**config.mk**
```make
export PLATFORM = sky130hd
export DESIGN_NAME = exp4_trena_uc
export DESIGN_NICKNAME = d
export VERILOG_FILES = /design/src/rtl/exp4_trena_uc.sv
export SDC_FILE = /design/constraint.sdc
export NUM_CORES = 1
export LEC_CHECK = 0
export BUFFER_PORTS_ARGS = -buffer_cell sky130_fd_sc_hd__buf_4
export CAP_MARGIN = 20
export CORE_ASPECT_RATIO = 0.8
export CORE_MARGIN = 10
export CORE_UTILIZATION = 55
export DETAILED_ROUTE_END_ITERATION = 12
export PLACE_DENSITY = 0.79
export SLEW_MARGIN = 10
export SYNTH_ARGS = -nofsm -noshare
export SYNTH_HDL_FRONTEND = slang
export SYNTH_SLANG_ARGS = --single-unit
```
**constraint.sdc**
```tcl
create_clock -name clock -period 1.9 [get_ports clock]
set_clock_uncertainty 0.15 [all_clocks]
set_input_delay 0.095 -clock clock [delete_from_list [all_inputs] [get_ports clock]]
set_output_delay 0.095 -clock clock [all_outputs]
set_load 0.02 [all_outputs]
```
**src/rtl/exp4_trena_uc.sv**
```systemverilog
`default_nettype none
// ============================================================================
// exp4_trena_uc : trena control unit - one HC-SR04 measurement, then a
//                 4-character 7E1 serial frame through the datapath.
// Revision      : 1.0
// ============================================================================
module exp4_trena_uc #(
  parameter int TIMEOUT_CICLOS = 1500000,
  parameter int TW             = 21
) (
  input  logic       clock,
  input  logic       reset,
  input  logic       mensurar,
  input  logic       pronto_medida,
  input  logic       pronto_transmissao,
  input  logic       fim_serial,
  output logic       medir,
  output logic       zera,
  output logic       conta_ascii,
  output logic       partida_serial,
  output logic       pronto,
  output logic       erro,
  output logic [3:0] db_estado
);

  typedef enum logic [3:0] {
    INICIAL       = 4'h0,
    PREPARA       = 4'h1,
    MEDE          = 4'h2,
    ESPERA_MEDIDA = 4'h3,
    TRANSMITE     = 4'h4,
    ESPERA_TX     = 4'h5,
    PROXIMO       = 4'h6,
    FINAL         = 4'h7,
    ERRO          = 4'hE
  } state_t;

  localparam logic [TW-1:0] c_timeout_tc = TW'(TIMEOUT_CICLOS - 1);

  state_t          state_q, state_d;
  logic   [TW-1:0] tmo_q, tmo_d;

  always_ff @(posedge clock or negedge reset) begin
    if (!reset) begin
      state_q <= INICIAL;
      tmo_q   <= '0;
    end else begin
      state_q <= state_d;
      tmo_q   <= tmo_d;
    end
  end

  always_comb begin
    state_d        = INICIAL;
    tmo_d          = tmo_q;
    medir          = 1'b0;
    zera           = 1'b0;
    conta_ascii    = 1'b0;
    partida_serial = 1'b0;
    pronto         = 1'b0;
    erro           = 1'b0;
    db_estado      = state_q;
    case (state_q)
      INICIAL: state_d = mensurar ? PREPARA : INICIAL;
      PREPARA: begin
        zera    = 1'b1;
        tmo_d   = '0;
        state_d = MEDE;
      end
      MEDE: begin
        medir   = 1'b1;
        state_d = ESPERA_MEDIDA;
      end
      ESPERA_MEDIDA: begin
        tmo_d = tmo_q + TW'(1);
        // An echo arriving on the terminal-count cycle still counts as a hit.
        if (pronto_medida)              state_d = TRANSMITE;
        else if (tmo_q == c_timeout_tc) state_d = ERRO;
        else                            state_d = ESPERA_MEDIDA;
      end
      TRANSMITE: begin
        partida_serial = 1'b1;
        state_d        = ESPERA_TX;
      end
      ESPERA_TX: state_d = pronto_transmissao ? PROXIMO : ESPERA_TX;
      PROXIMO: begin
        // Advancing here keeps the character selector stable during TRANSMITE.
        conta_ascii = ~fim_serial;
        state_d     = fim_serial ? FINAL : TRANSMITE;
      end
      FINAL: begin
        pronto  = 1'b1;
        state_d = mensurar ? PREPARA : INICIAL;
      end
      ERRO: begin
        erro    = 1'b1;
        state_d = mensurar ? PREPARA : ERRO;
      end
      default: begin
        db_estado = 4'h0;
        state_d   = INICIAL;
      end
    endcase
  end

endmodule
`default_nettype wire

```
[Word level (Yosys, flattened, before mapping)]
Cells that the tools add are included.
Widths: inputs -> output; s select.
Word-level totals
  flip-flop bits (word level): 25
  bits in latches: 0
  bits in writable memories: 0
  memory bits (read-only): 0
  input bits: 6
  output and inout bits: 10
  logic and storage cells: 32
  memories kept: 0
Cells by class
  $add $sub $neg: 1
  multipliers: 0
  div/mod/pow operators: 0
  order comparisons: 0
  equal/unequal tests: 9
  shift operators: 0
  multiplexer cells: 15
  bitwise operators: 1
  reduce and logical (&&, ||, !) cells: 4
Operators by type and width (number)
  $pmux 21 s2: 1
  $pmux 4 s8: 1
  $add 21x1->21 const B: 1
  $eq 21x21->1 const B: 1
  $eq 4x3->1 const B: 4
  $mux 4: 4
  $reduce_or 9->1: 1
  $eq 4x2->1 const B: 2
  $mux 1: 7
  $eq 4x1->1 const B: 1
  $eq 4x4->1 const B: 1
  $logic_not 4->1: 1
  $mux 2: 2
  $reduce_bool 2->1: 1
  $reduce_or 2->1: 1
  $not 1->1: 1

[Logic depth before layout (Yosys ltp)]
  depth in word-level cells: 4
  gate-level depth with buffers: 6
  depth with buffers taken out: 5

[Worst setup path before layout]
No wires, ideal clock.
  path kind: reg-to-output
  start point: reg state_q[2]
  end point: out zera
  arrival time: 1541 ps
  required time: 1655 ps
  slack: 114 ps
  cell stages (with the launch flop): 5
  path buffers: 2
  path through: dfrtp_1 > or3b_2 > clkbuf_1 > clkbuf_8 > nor2_1
On the way
  longest elaborated chain between the ends: 2
RTL lines
  start: declaration: RTL line 40  | state_t state_q, state_d;
  start signal: assignment: RTL line 48  | state_q <= state_d;
  $eq 4x1->1: RTL line 63  | case (state_q)
  $mux 1: RTL line 63
  end: declaration: RTL line 18  | output logic zera,
No other way between the ends.

[Final worst setup path]
  start point: reg tmo_q[15]
  end point: reg tmo_q[20]
On the way
  longest elaborated chain between the ends: 2
RTL lines
  start: declaration: RTL line 41  | logic [TW-1:0] tmo_q, tmo_d;
  start signal: assignment: RTL line 49  | tmo_q <= tmo_d;
  $add 21x1->21: RTL line 75  | tmo_d = tmo_q + TW'(1);
  $pmux 21 s2: RTL line 63
No other way between the ends.
A chain may end at the register's enable or synchronous reset.

==> PnR_summary.wiki <==
{| class="wikitable"
! Metric !! Value
|-
| Result of the run || completed
|-
| Design internal power || 1.199 mW
|-
| Number of filler cells placed in the layout || 232
|-
| CP endpoint kind || register
|-
| Parity-gate share of the synthesized area counting xor and xnor cells || 0.005232
|-
| Critical path data arrival time || 1910 ps
|-
| Leading area contributor after synthesis || sky130_fd_sc_hd__dfrtp_1
|-
| FF+latch count, synth || 25
|-
| Area growth from synthesis to layout || 14.35%
|-
| Yosys Warn Count || 0
|-
| Number of remaining DRC errors || 0
|-
| Library cell with the highest instance count after synthesis || sky130_fd_sc_hd__dfrtp_1
|-
| Number of cells produced by synthesis || 189
|-
| Highest ir drop seen on vdd || 0.0009949 V
|-
| Post-synthesis share of cell area spent on full adders, half adders and majority gates || 0.007474
|-
| Number of endpoints failing setup at the final stage || 0
|-
| Areal power density over the cells || 1114 nW/um^2
|-
| FMAX || 543.1 MHz
|-
| Overall overflow remaining after global route || 0
|-
| Wire length reported by the detailed router || 4333 um
|-
| Die span in y || 69.35 um
|-
| Max-capacitance violation count || 0
|-
| RD Place Congestion || 0.9310
|-
| Transition time of the tightest slew-check pin || 337.5 ps
|-
| Final critical-path required period || 1841 ps
|-
| Detailed-placement wirelength estimate || 3056 um
|-
| Setup repair after global routing missed its margin || false
|-
| Max-Slew Margin vs Limit || 0.7729
|-
| Vias in the first global route || 1500
|-
| Number of standard-cell rows in the floorplan || 17
|-
| Primary flip-flop cell chosen by synthesis mapping || sky130_fd_sc_hd__dfrtp_1
|-
| Initial Utilization || 0.5918
|-
| Number of buffers created by CTS || 3
|-
| Mux contribution to synthesized area || 0.01345
|-
| Maximum number of pins on one net before global-route repair || 27
|-
| Asr flop ratio synth || 1.000
|-
| Top post-synthesis cells by count || sky130_fd_sc_hd__dfrtp_1, sky130_fd_sc_hd__nand2_1, sky130_fd_sc_hd__nand3_1
|-
| Share of power burned in registers || 0.314
|-
| Vias || 1592
|-
| Synth Area in Simple Gates || 0.2990
|-
| Synth top area cells || sky130_fd_sc_hd__dfrtp_1, sky130_fd_sc_hd__nand2_1, sky130_fd_sc_hd__nand3_1
|-
| DRC violation total after the first TritonRoute iteration || 183
|-
| Proportion of total power due to net switching || 0.4379
|-
| Average instance area after synthesis || 8.858 um^2
|-
| Post-Route Setup TNS || 0 ps
|-
| Clock Latency Late Sink || 280 ps
|-
| Post-route worst hold slack || 98.20 ps
|-
| Combinational group share of total power || 0.534
|-
| Die area || 5664 um^2
|-
| Post-route clock period utilization || 0.9690
|-
| Clk slew on worst S/H paths || 90 ps
|-
| Count of flip-flops with a built-in enable after synthesis || 0
|-
| Area share of the largest cell type after synthesis || 0.3737
|-
| Final antenna-violating net count || 0
|-
| Clock Path Buffers || 2
|-
| Psw || 0.9343 mW
|-
| Deepest level of the CTS H-tree || 1
|-
| Vias per inst || 6.419
|-
| Type of the setup path with the least slack || reg -> reg
|-
| Area of combinational cells with multiple inputs || 947.2 um^2
|-
| Number of distinct standard cells referenced by the synthesized netlist || 52
|-
| Overall routing resource usage || 0.1570
|-
| Setup Buffers After CTS || 0
|-
| Diode insertion count for antenna repair || 0
|-
| Global-route wire length before repair || 7320 um
|-
| Die X-Extent || 81.68 um
|-
| Sequential standard cell area || 626.9 um^2
|-
| Fraction of layout cells with a size suffix above 1 || 0.2429
|-
| Mapped Nets || 196
|-
| Buffer type at the clock tree root || sky130_fd_sc_hd__clkbuf_8
|-
| Count of TritonRoute iterations in the first routing pass || 5
|-
| Seq/Total Area, Yosys || 0.3737
|-
| Classification of the worst-slack hold path || in -> async
|-
| Worst endpoint required time || 1970 ps
|-
| CP Max Fanout || 7
|-
| Clock sink count || 25
|-
| Area of the mapped netlist || 1674 um^2
|-
| Fraction of the mapped netlist area in compound gates || 0.2392
|-
| I/O pin count || 16
|-
| Startpoint types || register
|-
| Part of the total power dissipated in the clock network || 0.152
|-
| Number of antenna violations at the first check in global routing || 0
|-
| Leakage power || 0.8221 nW
|-
| Number of hold violations in the final report || 0
|-
| Dominant combinational cell family by area after synthesis || simple AND/OR/NAND/NOR gates
|-
| Area of the core || 2829 um^2
|-
| Fin. max-slew vios || 0
|-
| Post-detailed-route wirelength per cell || 17.47 um
|-
| TritonCTS clock tree || done
|-
| Number of port buffers || 15
|-
| # nets final || 218
|}
-- metrics by stage --
step | instance area (um^2) | worst slack (ps) | total power, mW | instances | util
6_report | 1914 | 58.85 | 2.133 | 248 | 0.6767
5_1_grt | 1914 | 2.810 | 2.280 | 248 | 0.6767
4_1_cts | 1913 | 68.94 | 2.123 | 248 | 0.6762
3_5_place_dp | 1836 | 84.03 | 1.786 | 241 | 0.6488
3_3_place_gp | 1836 | 160.2 | 1.742 | 241 | 0.6488
2_1_floorplan | 1674 | 114.5 | 1.480 | 189 | -
-- repair_timing --
action	4_1_cts	5_1_grt
gates resized for setup	1	1
hold buffers	3	0
hold endpoints to repair	26	0
endpoints found under the setup margin	1	3
-- critical path: stages, from the launching register on --
cell	delay, ps
sky130_fd_sc_hd__dfrtp_1	460
sky130_fd_sc_hd__nand3_1	170
sky130_fd_sc_hd__or4_4	530
sky130_fd_sc_hd__or3_1	380
sky130_fd_sc_hd__nand3_1	90
-- power groups by stage --
| stage | clock network (mW) | logic, mW | registers [mW] |
|---|---|---|---|
| after global routing | 0.359 | 1.24 | 0.680 |
| after global placement | 0 | 1.07 | 0.669 |
| final | 0.324 | 1.14 | 0.670 |
| after detailed placement | 0 | 1.11 | 0.675 |
| after CTS | 0.326 | 1.13 | 0.667 |
| after floorplan | 0 | 0.825 | 0.654 |
-- per-layer routing --
metal / vias to the layer above / share of wire / global-route usage / wire (um)
li1: 756 / - / - / -
met3: 6 / 0.068 / 0.04005 / 294
met1: 760 / 0.45 / 0.2207 / 1944
met5: - / 0 / 0 / 0
met4: 0 / 0.011 / 0.03933 / 49
met2: 70 / 0.47 / 0.2306 / 2044
-- registers in the layout, indices dropped and copies added (netlist names) --
| name | flops |
|---|---|
| state_q | 4 |
| tmo_q | 21 |
-- worst paths after layout --
| kind | cells past startpoint | slack, ps | endpoint | from |
|---|---|---|---|---|
| max | 4 | 60 | tmo_q[20]$_DFFE_PN0P_ | tmo_q[15]$_DFFE_PN0P_ |
| min | 2 | 100 | tmo_q[18]$_DFFE_PN0P_ | reset |
| max reg2reg | 4 | 60 | tmo_q[20]$_DFFE_PN0P_ | tmo_q[15]$_DFFE_PN0P_ |
| min reg2reg | 1 | 380 | tmo_q[7]$_DFFE_PN0P_ | tmo_q[7]$_DFFE_PN0P_ |
| max in group asynchronous | 2 | 1230 | tmo_q[5]$_DFFE_PN0P_ | reset |
| min in group clock | 4 | 120 | state_q[0]$_DFF_PN0_ | pronto_transmissao |
-- layout by cell type (no fill, tap or decap), types with 3 or more instances in the layout --
cell	n
sky130_fd_sc_hd__nor3_1	6
sky130_fd_sc_hd__nor2_1	12
sky130_fd_sc_hd__buf_4	28
sky130_fd_sc_hd__a31oi_1	9
sky130_fd_sc_hd__a31o_2	4
sky130_fd_sc_hd__a21oi_1	4
sky130_fd_sc_hd__clkbuf_8	3
sky130_fd_sc_hd__or3_1	3
sky130_fd_sc_hd__o21ai_0	12
sky130_fd_sc_hd__nand2b_1	3
sky130_fd_sc_hd__dlygate4sd3_1	3
sky130_fd_sc_hd__nand3_1	13
sky130_fd_sc_hd__nor3b_1	5
sky130_fd_sc_hd__a21o_1	3
sky130_fd_sc_hd__and3_1	4
sky130_fd_sc_hd__dfrtp_1	24
sky130_fd_sc_hd__a22o_1	4
sky130_fd_sc_hd__nand2_1	20
sky130_fd_sc_hd__o211ai_1	3
-- cell families (layout without fill, tap and decap cells) --
kind of cell	count (synthesis)	in the layout
and+or+nand+nor	88	88
AOI/OAI and AO/OA	56	56
DFF	25	25
buffers and inverters	16	37
muxes	2	2
adders and majority gates	1	1
xor gates and xnor gates	1	1
-- cell type report --
type | count | area share
multi-input combinational | 148 | 0.4948
sequential | 25 | 0.3275
timing repair buffer | 31 | 0.1255
tap | 38 | 0.02484
clock buffer | 4 | 0.02353
inverter | 2 | 0.003922
No activity file was read; power rests on OpenSTA's default activity.
